File: src/rtl/jtag_tap_pkg.sv
// ============================================================================
//  Module      : jtag_tap_pkg
//  Description : Shared types and constants for the multi-DR JTAG TAP:
//                TAP state encoding, DTMCS register layout and IR codes.
//  Revision    : 1.0 - initial release
// ============================================================================
`default_nettype none

package jtag_tap_pkg;

    // IEEE 1149.1 TAP controller states
    typedef enum logic [3:0] {
        TestLogicReset = 4'd0,
        RunTestIdle    = 4'd1,
        SelectDrScan   = 4'd2,
        CaptureDr      = 4'd3,
        ShiftDr        = 4'd4,
        Exit1Dr        = 4'd5,
        PauseDr        = 4'd6,
        Exit2Dr        = 4'd7,
        UpdateDr       = 4'd8,
        SelectIrScan   = 4'd9,
        CaptureIr      = 4'd10,
        ShiftIr        = 4'd11,
        Exit1Ir        = 4'd12,
        PauseIr        = 4'd13,
        Exit2Ir        = 4'd14,
        UpdateIr       = 4'd15
    } tap_state_e;

    // DTM control and status register, debug spec 0.13 layout
    typedef struct packed {
        logic [13:0] zero1;
        logic        dmihardreset;
        logic        dmireset;
        logic        zero0;
        logic [2:0]  idle;
        logic [1:0]  dmistat;
        logic [5:0]  abits;
        logic [3:0]  version;
    } dtmcs_t;

    localparam int unsigned c_IR_BYPASS0   = 32'h00;
    localparam int unsigned c_IR_IDCODE    = 32'h01;
    localparam int unsigned c_IR_DTMCSR    = 32'h10;
    localparam int unsigned c_IR_DMIACCESS = 32'h11;

    localparam logic [3:0] c_DTMCS_VERSION = 4'd1;

endpackage

`default_nettype wire

File: src/rtl/jtag_tap_fsm.sv
// ============================================================================
//  Module      : jtag_tap_fsm
//  Description : IEEE 1149.1 TAP controller state machine with state decodes.
//  Revision    : 1.0 - initial release
// ============================================================================
`default_nettype none

module jtag_tap_fsm (
    input  logic tck_i,
    input  logic trst_ni,
    input  logic tms_i,
    output logic test_logic_reset_o,
    output logic capture_dr_o,
    output logic shift_dr_o,
    output logic update_dr_o,
    output logic capture_ir_o,
    output logic shift_ir_o,
    output logic update_ir_o
);
    import jtag_tap_pkg::*;

    tap_state_e state_q, state_d;

    // State register, asynchronously reset to TestLogicReset
    always_ff @(posedge tck_i or negedge trst_ni) begin
        if (!trst_ni) begin
            state_q <= TestLogicReset;
        end else begin
            state_q <= state_d;
        end
    end

    // Standard TMS-driven transitions plus combinational state decodes
    always_comb begin
        state_d            = state_q;
        test_logic_reset_o = 1'b0;
        capture_dr_o       = 1'b0;
        shift_dr_o         = 1'b0;
        update_dr_o        = 1'b0;
        capture_ir_o       = 1'b0;
        shift_ir_o         = 1'b0;
        update_ir_o        = 1'b0;
        case (state_q)
            TestLogicReset: begin
                test_logic_reset_o = 1'b1;
                state_d = tms_i ? TestLogicReset : RunTestIdle;
            end
            RunTestIdle:  state_d = tms_i ? SelectDrScan : RunTestIdle;
            SelectDrScan: state_d = tms_i ? SelectIrScan : CaptureDr;
            CaptureDr: begin
                capture_dr_o = 1'b1;
                state_d = tms_i ? Exit1Dr : ShiftDr;
            end
            ShiftDr: begin
                shift_dr_o = 1'b1;
                state_d = tms_i ? Exit1Dr : ShiftDr;
            end
            Exit1Dr:      state_d = tms_i ? UpdateDr : PauseDr;
            PauseDr:      state_d = tms_i ? Exit2Dr : PauseDr;
            Exit2Dr:      state_d = tms_i ? UpdateDr : ShiftDr;
            UpdateDr: begin
                update_dr_o = 1'b1;
                state_d = tms_i ? SelectDrScan : RunTestIdle;
            end
            SelectIrScan: state_d = tms_i ? TestLogicReset : CaptureIr;
            CaptureIr: begin
                capture_ir_o = 1'b1;
                state_d = tms_i ? Exit1Ir : ShiftIr;
            end
            ShiftIr: begin
                shift_ir_o = 1'b1;
                state_d = tms_i ? Exit1Ir : ShiftIr;
            end
            Exit1Ir:      state_d = tms_i ? UpdateIr : PauseIr;
            PauseIr:      state_d = tms_i ? Exit2Ir : PauseIr;
            Exit2Ir:      state_d = tms_i ? UpdateIr : ShiftIr;
            UpdateIr: begin
                update_ir_o = 1'b1;
                state_d = tms_i ? SelectDrScan : RunTestIdle;
            end
            default:      state_d = TestLogicReset;
        endcase
    end

endmodule

`default_nettype wire

File: src/rtl/jtag_tap_multi_dr.sv
// ============================================================================
//  Module      : jtag_tap_multi_dr
//  Description : JTAG TAP for the debug transport module with IDCODE, BYPASS,
//                DTMCS, DMIACCESS and NumUserDr user data register channels.
//                Optional macro JTAG_TAP_TMS_RESET_EN adds a TMS-history
//                synchronous reset (five consecutive TMS=1 samples).
//  Revision    : 1.0 - initial release
// ============================================================================
`default_nettype none

module jtag_tap_multi_dr #(
    parameter int unsigned IrLength    = 5,
    parameter logic [31:0] IdcodeValue = 32'h00000001,
    parameter int unsigned NumUserDr   = 2,
    parameter int unsigned UserDrWidth = 32,
    parameter int unsigned UserIrBase  = 'h12,
    parameter int unsigned DmiAbits    = 7,
    parameter int unsigned IdleHint    = 1
) (
    input  logic                             tck_i,
    input  logic                             trst_ni,
    input  logic                             tms_i,
    input  logic                             td_i,
    output logic                             td_o,
    output logic                             tdo_oe_o,
    input  logic                             testmode_i,
    output logic                             test_logic_reset_o,
    output logic                             capture_dr_o,
    output logic                             shift_dr_o,
    output logic                             update_dr_o,
    output logic                             dmi_access_o,
    output logic                             dtmcs_select_o,
    output logic                             dmi_reset_o,
    output logic                             dmi_hardreset_o,
    input  logic [1:0]                       dmi_error_i,
    output logic                             dmi_tdi_o,
    input  logic                             dmi_tdo_i,
    output logic [NumUserDr-1:0]             user_select_o,
    input  logic [NumUserDr*UserDrWidth-1:0] user_capture_i,
    output logic [NumUserDr-1:0]             user_update_o,
    output logic [UserDrWidth-1:0]           user_data_o
);
    import jtag_tap_pkg::*;

    logic w_tlr, w_capture_ir, w_shift_ir, w_update_ir;
    logic w_capture_dr, w_shift_dr, w_update_dr;

    logic [IrLength-1:0]    ir_q, ir_d, ir_shift_q, ir_shift_d;
    logic                   bypass_q, bypass_d;
    logic [31:0]            idcode_q, idcode_d;
    dtmcs_t                 dtmcs_q, dtmcs_d;
    logic [UserDrWidth-1:0] user_q, user_d, user_data_q, user_data_d;
    logic [NumUserDr-1:0]   user_update_q, user_update_d;
    logic                   dmi_reset_q, dmi_reset_d, dmi_hardreset_q, dmi_hardreset_d;
    logic                   td_q, tdo_oe_q;

    logic [NumUserDr-1:0]   w_user_sel;
    logic                   w_sel_idcode, w_sel_dtmcs, w_sel_dmi, w_sel_user, w_sel_bypass;
    logic [UserDrWidth-1:0] w_user_capture;
    logic [IrLength:0]      w_ir_cat;
    logic [UserDrWidth:0]   w_user_cat;
    logic                   w_tdo, w_tck_tdo;

    jtag_tap_fsm u_fsm (
        .tck_i              (tck_i),
        .trst_ni            (trst_ni),
        .tms_i              (tms_i),
        .test_logic_reset_o (w_tlr),
        .capture_dr_o       (w_capture_dr),
        .shift_dr_o         (w_shift_dr),
        .update_dr_o        (w_update_dr),
        .capture_ir_o       (w_capture_ir),
        .shift_ir_o         (w_shift_ir),
        .update_ir_o        (w_update_ir)
    );

`ifdef JTAG_TAP_TMS_RESET_EN
    logic [3:0] tms_hist_q;
    logic       w_sync_rst;

    // Four-deep TMS history; together with the live TMS it detects five ones
    always_ff @(posedge tck_i or negedge trst_ni) begin
        if (!trst_ni) begin
            tms_hist_q <= '0;
        end else begin
            tms_hist_q <= {tms_hist_q[2:0], tms_i};
        end
    end
    assign w_sync_rst = &{tms_hist_q, tms_i};
`endif

    for (genvar gi = 0; gi < NumUserDr; gi++) begin : g_user_sel
        assign w_user_sel[gi] = (ir_q == IrLength'(UserIrBase + gi));
    end

    // IR decode; anything not claimed by a register falls back to BYPASS
    always_comb begin
        w_sel_idcode = (ir_q == IrLength'(c_IR_IDCODE));
        w_sel_dtmcs  = (ir_q == IrLength'(c_IR_DTMCSR));
        w_sel_dmi    = (ir_q == IrLength'(c_IR_DMIACCESS));
        w_sel_user   = |w_user_sel;
        w_sel_bypass = ~(w_sel_idcode | w_sel_dtmcs | w_sel_dmi | w_sel_user);
    end

    // Capture value of the currently selected user channel
    always_comb begin
        w_user_capture = '0;
        for (int i = 0; i < NumUserDr; i++) begin
            if (w_user_sel[i]) begin
                w_user_capture = w_user_capture | user_capture_i[i*UserDrWidth +: UserDrWidth];
            end
        end
    end

    // Shift-in concatenations keep single-bit widths legal
    assign w_ir_cat   = {td_i, ir_shift_q};
    assign w_user_cat = {td_i, user_q};

    // Next state of IR, DR chains and update pulses
    always_comb begin
        ir_d            = ir_q;
        ir_shift_d      = ir_shift_q;
        bypass_d        = bypass_q;
        idcode_d        = idcode_q;
        dtmcs_d         = dtmcs_q;
        user_d          = user_q;
        user_data_d     = user_data_q;
        user_update_d   = '0;
        dmi_reset_d     = 1'b0;
        dmi_hardreset_d = 1'b0;

        if (w_tlr) begin
            ir_d       = IrLength'(c_IR_IDCODE);
            ir_shift_d = '0;
        end
        if (w_capture_ir) ir_shift_d = IrLength'(2'b01);
        if (w_shift_ir)   ir_shift_d = w_ir_cat[IrLength:1];
        if (w_update_ir)  ir_d       = ir_shift_q;

        if (w_capture_dr) begin
            if (w_sel_bypass) bypass_d = 1'b0;
            if (w_sel_idcode) idcode_d = IdcodeValue;
            if (w_sel_dtmcs) begin
                dtmcs_d         = '0;
                dtmcs_d.idle    = 3'(IdleHint);
                dtmcs_d.dmistat = dmi_error_i;
                dtmcs_d.abits   = 6'(DmiAbits);
                dtmcs_d.version = c_DTMCS_VERSION;
            end
            if (w_sel_user)   user_d = w_user_capture;
        end
        if (w_shift_dr) begin
            if (w_sel_bypass) bypass_d = td_i;
            if (w_sel_idcode) idcode_d = {td_i, idcode_q[31:1]};
            if (w_sel_dtmcs)  dtmcs_d  = dtmcs_t'({td_i, dtmcs_q[31:1]});
            if (w_sel_user)   user_d   = w_user_cat[UserDrWidth:1];
        end
        if (w_update_dr) begin
            dmi_reset_d     = w_sel_dtmcs & dtmcs_q.dmireset;
            dmi_hardreset_d = w_sel_dtmcs & dtmcs_q.dmihardreset;
            user_update_d   = w_user_sel;
            if (w_sel_user) user_data_d = user_q;
        end

`ifdef JTAG_TAP_TMS_RESET_EN
        if (w_sync_rst) begin
            ir_d            = IrLength'(c_IR_IDCODE);
            ir_shift_d      = '0;
            bypass_d        = 1'b0;
            idcode_d        = '0;
            dtmcs_d         = '0;
            user_d          = '0;
            user_data_d     = '0;
            user_update_d   = '0;
            dmi_reset_d     = 1'b0;
            dmi_hardreset_d = 1'b0;
        end
`endif
    end

    // Rising-edge registers for IR, DR chains and update outputs
    always_ff @(posedge tck_i or negedge trst_ni) begin
        if (!trst_ni) begin
            ir_q            <= IrLength'(c_IR_IDCODE);
            ir_shift_q      <= '0;
            bypass_q        <= 1'b0;
            idcode_q        <= '0;
            dtmcs_q         <= '0;
            user_q          <= '0;
            user_data_q     <= '0;
            user_update_q   <= '0;
            dmi_reset_q     <= 1'b0;
            dmi_hardreset_q <= 1'b0;
        end else begin
            ir_q            <= ir_d;
            ir_shift_q      <= ir_shift_d;
            bypass_q        <= bypass_d;
            idcode_q        <= idcode_d;
            dtmcs_q         <= dtmcs_d;
            user_q          <= user_d;
            user_data_q     <= user_data_d;
            user_update_q   <= user_update_d;
            dmi_reset_q     <= dmi_reset_d;
            dmi_hardreset_q <= dmi_hardreset_d;
        end
    end

    // TDO source: IR chain while shifting IR, otherwise the selected DR
    always_comb begin
        w_tdo = bypass_q;
        if (w_shift_ir)        w_tdo = ir_shift_q[0];
        else if (w_sel_dmi)    w_tdo = dmi_tdo_i;
        else if (w_sel_idcode) w_tdo = idcode_q[0];
        else if (w_sel_dtmcs)  w_tdo = dtmcs_q.version[0];
        else if (w_sel_user)   w_tdo = user_q[0];
    end

    // In DFT mode the TDO flops run on the true clock instead of the inverted one
    assign w_tck_tdo = testmode_i ? tck_i : ~tck_i;

    // TDO and its enable launch half a cycle after the state change
    always_ff @(posedge w_tck_tdo or negedge trst_ni) begin
        if (!trst_ni) begin
            td_q     <= 1'b0;
            tdo_oe_q <= 1'b0;
        end else begin
            td_q     <= w_tdo;
            tdo_oe_q <= w_shift_ir | w_shift_dr;
        end
    end

    assign td_o               = td_q;
    assign tdo_oe_o           = tdo_oe_q;
    assign test_logic_reset_o = w_tlr;
    assign capture_dr_o       = w_capture_dr;
    assign shift_dr_o         = w_shift_dr;
    assign update_dr_o        = w_update_dr;
    assign dmi_access_o       = w_sel_dmi;
    assign dtmcs_select_o     = w_sel_dtmcs;
    assign dmi_reset_o        = dmi_reset_q;
    assign dmi_hardreset_o    = dmi_hardreset_q;
    assign dmi_tdi_o          = td_i;
    assign user_select_o      = w_user_sel;
    assign user_update_o      = user_update_q;
    assign user_data_o        = user_data_q;

endmodule

`default_nettype wire

File: config.mk
export PLATFORM = sky130hd
export DESIGN_NAME = jtag_tap_multi_dr
export DESIGN_NICKNAME = d
export VERILOG_FILES = /design/src/rtl/jtag_tap_pkg.sv /design/src/rtl/jtag_tap_fsm.sv /design/src/rtl/jtag_tap_multi_dr.sv
export SDC_FILE = /design/constraint.sdc
export NUM_CORES = 1
export LEC_CHECK = 0
export BUFFER_PORTS_ARGS = -buffer_cell sky130_fd_sc_hd__buf_2
export CORE_MARGIN = 1
export CORE_UTILIZATION = 60
export DETAILED_ROUTE_END_ITERATION = 16
export PLACE_DENSITY = 0.85
export SKIP_CTS_REPAIR_TIMING = 1
export SKIP_LAST_GASP = 1
export SYNTH_ARGS = -nofsm -noshare
export SYNTH_HDL_FRONTEND = slang
export SYNTH_SLANG_ARGS = --single-unit
File: constraint.sdc
create_clock -name tck_i -period 2.78 [get_ports tck_i]
set_input_delay 0.417 -clock tck_i [delete_from_list [all_inputs] [get_ports tck_i]]
set_output_delay 0.417 -clock tck_i [all_outputs]
set_load 0.005 [all_outputs]
After elaboration in Yosys (flattened, before gate mapping)
Index checks and enable logic that the tools add are counted.
W data, S select, Z words.
{"block": "word_totals", "reg_bits": 149, "inputBits": 72, "output_inout_bits": 47, "word_cells": 108}
{"block": "op_classes", "n_eq_ne": 20, "mux": 52, "bitwise_logic": 8, "reduce_logical": 8}
{"cell": "$mux W32", "count": 14}
{"cell": "$pmux W4 S12", "count": 1}
{"cell": "$eq A4 B4 Y1 const B", "count": 8}
{"cell": "$or A32 B32 Y32", "count": 1}
{"cell": "$mux W5", "count": 5}
{"cell": "$mux W1", "count": 22}
{"cell": "$eq A5 B5 Y1 const B", "count": 4}
{"cell": "$eq A4 B3 Y1 const B", "count": 4}
{"cell": "$mux W4", "count": 4}
{"cell": "$eq A4 B2 Y1 const B", "count": 2}
{"cell": "$mux W2", "count": 4}
{"cell": "$mux W3", "count": 2}
{"cell": "$reduce_or A2 Y1", "count": 3}
{"cell": "$eq A5 B1 Y1 const B", "count": 1}
{"cell": "$eq A4 B1 Y1 const B", "count": 1}
{"cell": "$logic_not A4 Y1", "count": 1}
{"cell": "$or A1 B1 Y1", "count": 4}
{"cell": "$reduce_bool A3 Y1", "count": 1}
{"cell": "$reduce_or A3 Y1", "count": 1}
{"cell": "$and A1 B1 Y1", "count": 2}
{"cell": "$reduce_and A2 Y1", "count": 1}
{"cell": "$reduce_bool A2 Y1", "count": 1}
{"cell": "$not A1 Y1", "count": 1}

Depth between registers and ports, before layout
Gate-level depths: netlist of the first run.
{"block": "depth", "word_depth": 8, "depth_mapped": 8, "mapped_depth_nobuf": 6}

Hierarchy
A second synthesis of the first run with hierarchy kept.
{"block": "hier_totals", "cells_unflattened": 530, "hier_area_um2": 6505.0}
{"mod": "jtag_tap_multi_dr", "instances": 1, "cells_per_inst": 484, "area_per_inst_um2": 6165.9, "seq_area_each_um2": 3629.7}
{"mod": "jtag_tap_fsm", "instances": 1, "cells_per_inst": 46, "area_per_inst_um2": 339.1, "seq_area_each_um2": 100.1}

==> flow_summary.json, run 1 <==
{
  "design_power_total_mw": 6.59,
  "cp.arrival_ns": 2.60,
  "final_cell_mix": "dfrtp_1 (148), buf_2 (117), mux2_2 (64)",
  "dr.pass1.iters": 8,
  "max_stage_delay_ns": 0.38,
  "hp-class": "in2reg",
  "grt_pass1_wl_um": 24600,
  "io-pin-count": 119,
  "tritoncts": "built",
  "postPlaceCellArea_mm2": 0.00723,
  "p_leak_nw": 4.04,
  "p_clk_share_pct": 35.7,
  "maxCapViolations": 0,
  "clkSlewWorstSetupHoldPaths_ns": 0.06,
  "sw_frac_of_total_pct": 32.4,
  "ys.warnings.count": 0,
  "preCtsSetupSlack_ns": 0.0909,
  "p_seq_share_pct": 40.2,
  "powerDensity_mw_per_mm2": 834,
  "via_per_inst": 6.01,
  "synth.area.top_cells": "dfrtp_1 (57%), mux2_2 (11%), a22o_1 (8.4%)",
  "combPwrFrac_pct": 24.1,
  "p_int_mw": 4.45,
  "drtIter0Drc": 351,
  "final_common_cell": "dfrtp_1",
  "run_status": "finished, violations left",
  "yosys.cell_types.count": 50,
  "cp_slowest_cell": "dfrtp_1",
  "initial_core_util_pct": 62.6,
  "wirelength_um": 15300,
  "fillCellCount": 672,
  "antenna_left": 0,
  "rsz0062_at_grt": "true",
  "gr-total-overflow": 0,
  "grt_pass1_vias": 4887,
  "vdd_drop_max_v": 0.000507,
  "placeableCoreArea_mm2": 0.0105,
  "path_class": "reg2out",
  "yosysSeqAreaShare_pct": 57.0,
  "vias": 4827,
  "die_h_um": 106,
  "cp_top_family": "flip-flops",
  "r2r_slack_ns": 0.08,
  "grtUsageTotal_pct": 28.6,
  "max_slew_margin_pct": 43.2,
  "dp_hpwl_um": 9180,
  "p_sw_mw": 2.13,
  "crit_path_end_kind": "primary output",
  "syn_inst": 535,
  "path_buf_inv": 1,
  "instances_no_fill": 803,
  "antenna_found_initial": 1,
  "worstSetupPathDepth": 1,
  "drc": 0,
  "setup_slack_ns": -0.239,
  "dieArea_mm2": 0.0113,
  "reg2reg_depth": 4,
  "cp-endpoint": "tdo_oe_o",
  "fin_util_pct": 75.5,
  "io_buffers": 118,
  "setup_viol": 2,
  "required_ns": 2.36,
  "synthesis.area_mm2": 0.00655,
  "insertion_delay_ns": 0.63,
  "finalNetCount": 725,
  "crit_chain": "buf_2",
  "synth.avg_cell_area_um2": 12.2,
  "synth_seq_cells": 149,
  "startpoint_type": "flop",
  "grt_max_degree": 116,
  "synth_edf_count": 0,
  "area_growth_pct": 20.6,
  "hold_start": "td_i",
  "synthFlopType": "dfrtp_1",
  "die-width_um": 106,
  "async_flop_share_pct": 100,
  "worst_pin_slew_ns": 0.852,
  "synth_nets": 607,
  "design_area_mm2": 0.00790,
  "rows": 37,
  "path_max_fanout": 1,
  "slew_viol_final": 0,
  "r2r-end": "td_o",
  "r2r_start": "ir_q[3]",
  "hold_violations": 0,
  "drive_gt1_share_pct": 37.4,
  "synth_top_area_cell": "dfrtp_1",
  "final.setup_skew_ns": 0.0429,
  "placed_cells": 762,
  "violations": "setup timing",
  "wl_per_cell_um": 19.1,
  "synth_top_area_share_pct": 56.6,
  "gp_congestion": 0.847,
  "crit_start": "tdo_oe_o"
}
## worst min path at each step
stage | end | slack (ns) | cells past startpoint
2_1_floorplan | bypass_q | 0.12 | 0
6_report | bypass_q | 0.14 | 3
4_1_cts | ir_q[1] | -0.32 | 1
3_3_place_gp | tdo_oe_o | 0.32 | 1
3_5_place_dp | tdo_oe_o | 0.33 | 1
5_1_grt | u_fsm.state_q[2] | 0.12 | 2
## Yosys cell counts (2+ instances only)
cell type  number
o22a_1          5
buf_2          11
nor4_1          2
a21oi_1        12
buf_4           8
nand3_1         5
and3b_1         2
and3_1          5
a2bb2oi_1       2
nand2b_1        4
nor3_2          2
mux2_2         64
o21ai_0        39
inv_1           8
a31oi_1         2
nor3_1          2
buf_6           3
nor2b_1         3
o22ai_1         7
buf_1           3
clkbuf_1       19
nand2_1        43
dfrtp_1       148
nor2_1         16
mux2i_1        33
a22o_1         63
## cells by family after synthesis
| kind of cell | count (synthesis) | synth area share, % |
|---|---|---|
| simple gates | 94 | 7.23 |
| buf+inv | 53 | 4.05 |
| mux | 97 | 16.1 |
| flops | 149 | 57.0 |
| compound gates | 140 | 15.4 |
| xor+xnor | 2 | 0.268 |
## flip-flops by register name (all words and copies together) (netlist names)
name,cells
bypass_q,1
dmi_hardreset_o,1
dmi_reset_o,1
dtmcs_q,32
idcode_q,32
ir_q,5
ir_shift_q,5
td_o,1
tdo_oe_o,1
u_fsm.state_q,4
user_data_o,32
user_q,32
user_update_o,2
## layer usage
metal  vias to the layer above  track usage [%]  share of wire [%]
met2                       179             47.1                 52
met4                         0             13.8                2.9
li1                       2180                -                  -
met5                         -                0                  0
met3                        41             6.81                4.8
met1                      2427             35.5                 41
## stage by stage
stage / TNS, ns / hold WS [ns]
after global routing: -0.526 / 0.117
after global placement: 0 / 0.324
final: -0.477 / 0.136
after detailed placement: 0 / 0.334
after floorplan: 0 / 0.121
after CTS: -0.539 / -0.318
## final cells by class
type,instances,area (um2),share of cell area [%]
Antenna cell,1,2.50,0.0317
Multi-Input combinational cell,333,2580,32.6
Inverter,9,33.8,0.428
Clock buffer,24,510,6.47
Clock inverter,14,116,1.47
Tap cell,136,170,2.16
Timing Repair Buffer,137,754,9.56
Sequential cell,149,3730,47.2
## power groups by stage
stage	combinational (mW)	sequential [mW]	clock (mW)
after floorplan	1.15	2.61	0.0151
after global placement	1.44	2.64	0.0151
after detailed placement	1.51	2.66	0.0151
after CTS	1.54	2.63	2.37
after global routing	1.73	2.67	2.48
final	1.59	2.65	2.35
Power figures use the tool's default switching activity.
==> inputs of run 2 (changes only) <==
BUFFER_PORTS_ARGS = -buffer_cell sky130_fd_sc_hd__clkbuf_2   (was -buffer_cell sky130_fd_sc_hd__buf_2)
GPL_TIMING_DRIVEN = 0   (was unset)
==> flow_summary.json, run 2 (synthesis gave the netlist of run 1 again) <==
{
  "antenna_found_initial": 0,
  "grt_max_degree": 79,
  "antenna_left": 0,
  "max_stage_delay_ns": 0.36,
  "final_cell_mix": "dfrtp_1 (147), clkbuf_2 (118), mux2_2 (64)",
  "insertion_delay_ns": 0.63,
  "diodes": 0,
  "slew_viol_final": 0,
  "startpoint_type": "flop",
  "maxCapViolations": 0,
  "clkSlewWorstSetupHoldPaths_ns": 0.06,
  "drive_gt1_share_pct": 37.0,
  "cp.arrival_ns": 2.55,
  "grt_pass1_wl_um": 24600,
  "wirelength_um": 15400,
  "dieArea_mm2": 0.0113,
  "grt_pass1_vias": 5009,
  "dp_hpwl_um": 9850,
  "placeableCoreArea_mm2": 0.0105,
  "run_status": "finished, violations left",
  "die-width_um": 106,
  "path_class": "reg2out",
  "setup_slack_ns": -0.187,
  "crit_chain": "clkbuf_2",
  "design_area_mm2": 0.00804,
  "rows": 37,
  "io_buffers": 117,
  "tritoncts": "built",
  "wl_per_cell_um": 18.6,
  "via_per_inst": 5.94,
  "required_ns": 2.36,
  "hp-class": "in2reg",
  "crit_path_end_kind": "primary output",
  "cp_top_family": "flip-flops",
  "max_slew_margin_pct": 57.6,
  "cp_slowest_cell": "dfrtp_1",
  "path_buf_inv": 1,
  "rsz0062_at_grt": "true",
  "final_common_cell": "dfrtp_1",
  "final.setup_skew_ns": 0.0519,
  "powerDensity_mw_per_mm2": 842,
  "area_growth_pct": 22.9,
  "vdd_drop_max_v": 0.000608,
  "gr-total-overflow": 0,
  "violations": "setup timing",
  "worst_pin_slew_ns": 0.635,
  "path_max_fanout": 1,
  "dr.pass1.iters": 4,
  "gp_congestion": 0.890,
  "postPlaceCellArea_mm2": 0.00735,
  "p_leak_nw": 4.11,
  "hold_violations": 0,
  "drtIter0Drc": 332,
  "vias": 4909,
  "finalNetCount": 750,
  "die_h_um": 106,
  "io-pin-count": 119,
  "grtUsageTotal_pct": 29.0,
  "initial_core_util_pct": 62.6,
  "tns_ns": -0.485,
  "drc": 0,
  "setup_viol": 3
}
[run 2: worst reg2reg max path: cells and delay by family, from the launching register on]
kind	cells	cell delay [ns]
flops	1	0.40
simple gates	1	0.40
buf+inv	1	0.19
compound gates	3	0.45
[run 2: path summary, 6_finish.rpt]
kind | cells after the start | start | to | slack, ns
worst min-delay path | 3 | dmi_error_i[1] | dtmcs_q[11] | 0.13
worst max register to register | 5 | ir_q[4] | td_o | -0.13
min in group asynchronous | 2 | trst_ni | idcode_q[15] | 0.36
max in group asynchronous | 3 | trst_ni | td_o | 0.30
worst min register to register | 1 | dtmcs_q[5] | dtmcs_q[5] | 0.50
worst max-delay path | 1 | tdo_oe_o | tdo_oe_o | -0.19
[run 2: layer usage]
layer / GRT usage (%) / vias up / share of wire [%]
met1: 36.2 / 2456 / 42
li1: - / 2240 / -
met5: 0 / - / 0
met3: 6.81 / 42 / 4.4
met2: 47.3 / 171 / 50
met4: 15.1 / 0 / 3.4
[run 2: layout make-up]
class,instances,area (um2)
Buffer,41,241
Clock buffer,24,510
Clock inverter,14,153
Fill cell,667,2420
Inverter,9,33.8
Multi-Input combinational cell,333,2560
Sequential cell,149,3730
Tap cell,136,170
Timing Repair Buffer,121,647
[run 2: per-stage QoR]
| stage | utilization [%] | hold slack (ns) | setup WS, ns | total power [mW] | cells |
|---|---|---|---|---|---|
| after floorplan | - | 0.121 | 0.0148 | 3.77 | 535 |
| after global placement | 69.9 | 0.473 | -2.40 | 4.17 | 788 |
| after detailed placement | 70.3 | 0.464 | -0.238 | 4.26 | 789 |
| after CTS | 76.6 | -0.199 | -0.239 | 6.75 | 827 |
| after global routing | 76.9 | 0.156 | -0.218 | 7.08 | 827 |
| final | 76.9 | 0.132 | -0.187 | 6.78 | 827 |
[run 2: report_power, final]
part	total [mW]	internal, mW	switching (mW)
clock network	2.50	1.51	0.994
registers	2.66	2.44	0.225
logic	1.61	0.718	0.890
total	6.78	4.67	2.11
==> inputs of run 3 (changes only) <==
ABC_AREA = 1   (was unset)
PLACE_DENSITY = 0.84   (was 0.85)
RECOVER_POWER = 25   (was unset)
==> flow_summary.json, run 3 <==
{
  "run_status": "finished, violations left",
  "violations": "setup timing",
  "grt_pass1_wl_um": 29500,
  "drtIter0Drc": 598,
  "path_buf_inv": 1,
  "final_cell_mix": "nand2_1 (197), dfrtp_1 (148), nor2_1 (118)",
  "path_class": "reg2out",
  "wirelength_um": 17700,
  "powerDensity_mw_per_mm2": 726,
  "max_slew_margin_pct": 64.8,
  "cp_slowest_cell": "dfrtp_1",
  "vias": 6500,
  "p_leak_nw": 4.61,
  "hold_depth": 3,
  "synth_top_area_share_pct": 52.4,
  "initial_core_util_pct": 61.6,
  "sw_frac_of_total_pct": 27.5,
  "p_seq_share_pct": 39.0,
  "synth_seq_cells": 149,
  "synth.avg_cell_area_um2": 8.23,
  "async_flop_share_pct": 100,
  "startpoint_type": "flop",
  "synth_edf_count": 0,
  "hold_violations": 0,
  "gp_congestion": 0.930,
  "yosysSeqAreaShare_pct": 52.8,
  "die-width_um": 111,
  "setup_slack_ns": -0.259,
  "yosys.cell_types.count": 28,
  "p_clk_share_pct": 45.5,
  "dr.pass1.iters": 5,
  "rsz0062_at_grt": "true",
  "placed_cells": 1121,
  "synthesis.area_mm2": 0.00707,
  "synth_top_area_cell": "dfrtp_1",
  "gr-total-overflow": 0,
  "grt_max_degree": 103,
  "diodes": 0,
  "slew_viol_final": 0,
  "drive_gt1_share_pct": 22.7,
  "dieArea_mm2": 0.0122,
  "r2r_start": "ir_q[1]",
  "cp.arrival_ns": 2.62,
  "final_common_cell": "nand2_1",
  "synthFlopType": "dfrtp_1",
  "drc": 0,
  "required_ns": 2.36,
  "die_h_um": 111,
  "postPlaceCellArea_mm2": 0.00787,
  "path_max_fanout": 1,
  "dp_hpwl_um": 11700,
  "worst_pin_slew_ns": 0.529,
  "synth_most_common_cell": "nand2_1",
  "instances_no_fill": 1161,
  "setup_viol": 3,
  "io_buffers": 118,
  "synth.top_cells.by_count": "nand2_1 (197), dfrtp_1 (148), nor2_1 (117), inv_1 (87), nand4_1 (66)",
  "placeableCoreArea_mm2": 0.0115,
  "wl_per_cell_um": 15.2,
  "reg2reg_depth": 7,
  "tritoncts": "built",
  "combPwrFrac_pct": 15.5,
  "maxCapViolations": 0,
  "crit_chain": "clkbuf_2",
  "io-pin-count": 119,
  "hp-class": "in2reg",
  "synth_nets": 931,
  "p_sw_mw": 1.73,
  "syn_inst": 859,
  "cp_top_family": "flip-flops",
  "max_stage_delay_ns": 0.36,
  "grtUsageTotal_pct": 30.6,
  "antenna_left": 0,
  "antenna_found_initial": 0,
  "grt_pass1_vias": 6152,
  "area_growth_pct": 22.7,
  "clkSlewWorstSetupHoldPaths_ns": 0.06,
  "r2r_slack_ns": -0.02,
  "hold_end": "u_fsm.state_q[0]",
  "preCtsSetupSlack_ns": -0.268,
  "final.setup_skew_ns": 0.194,
  "hold_start": "tms_i",
  "p_int_mw": 4.56,
  "ys.warnings.count": 0,
  "rows": 39,
  "r2r-end": "td_o",
  "synth.area.top_cells": "dfrtp_1 (52%), nand2_1 (10%), nor2_1 (6.2%)",
  "finalNetCount": 1079,
  "crit_path_end_kind": "primary output",
  "vdd_drop_max_v": 0.000616,
  "via_per_inst": 5.60,
  "insertion_delay_ns": 0.73,
  "design_area_mm2": 0.00867
}
run 3: changes by cell type in the layout (fill, tap and decap cells not counted), sizes merged, moves of 26 or more:
cell	before	now
nand2	43	201
nor2	17	127
inv	13	95
nand4	1	66
mux2	64	0
a22o	63	0
nand3	5	39
mux2i	33	0
a21oi	12	40
buf	25	51
run 3: worst max path at each step:
stage          endpoint     start  depth (start not counted)  slack, ns
6_report       tdo_oe_o  tdo_oe_o                          1      -0.26
5_1_grt        tdo_oe_o  tdo_oe_o                          1      -0.33
4_1_cts        tdo_oe_o  tdo_oe_o                          1      -0.27
3_5_place_dp       td_o   ir_q[3]                          6      -0.27
3_3_place_gp       td_o   trst_ni                          1      -2.56
2_1_floorplan      td_o   ir_q[3]                          6       0.18
run 3: per-layer routing:
layer	share of wire (%)	global-route usage, %	up-vias
li1	-	-	3098
met1	43	41.1	3100
met2	49	48.0	253
met3	5.4	6.09	49
met4	2.6	14.2	0
met5	0	0	-
run 3: through the flow:
stage	setup TNS, ns	power [mW]	util (%)	hold WS [ns]
floorplan	0	3.10	-	0.121
global placement	-175.67	3.40	68.3	0.454
detailed placement	-0.268	3.42	68.7	0.381
CTS	-0.666	6.29	75.3	-0.177
global route	-0.686	6.56	75.6	0.211
finish	-0.530	6.29	75.6	0.170
run 3: area by class of cell:
| class | count | area, um2 |
|---|---|---|
| inverters | 95 | 357 |
| well taps | 143 | 179 |
| fillers | 814 | 2800 |
| repair buffers | 123 | 658 |
| multi-input cells | 561 | 2650 |
| flip-flops and latches | 149 | 3730 |
| clock inverters | 10 | 158 |
| plain buffers | 54 | 335 |
| clock buffers | 26 | 607 |
run 3: cells by family (layout without fill, tap and decap cells):
kind of cell / after synthesis / in the layout / synth area share, %
buffers and inverters: 149 / 308 / 9.77
flip-flops: 149 / 149 / 52.8
XOR/XNOR: 1 / 1 / 0.124
AO/OA/AOI/OAI: 125 / 125 / 9.86
AND/OR/NAND/NOR: 435 / 435 / 27.5
run 3: tightest hold or removal path: cells and delay by family:
| family | cells | cell delay [ns] |
|---|---|---|
| buffers and inverters | 1 | 0.14 |
| AOI/OAI and AO/OA | 1 | 0.07 |
| and+or+nand+nor | 1 | 0.05 |
run 3: power by group through the flow:
stage                     Combinational, mW  Clock (mW)  Sequential (mW)
after floorplan                       0.621      0.0151             2.47
after detailed placement              0.918      0.0151             2.49
final                                 0.975        2.86             2.46
after CTS                             0.957        2.88             2.46
after global routing                   1.10        2.98             2.48
after global placement                0.902      0.0151             2.48
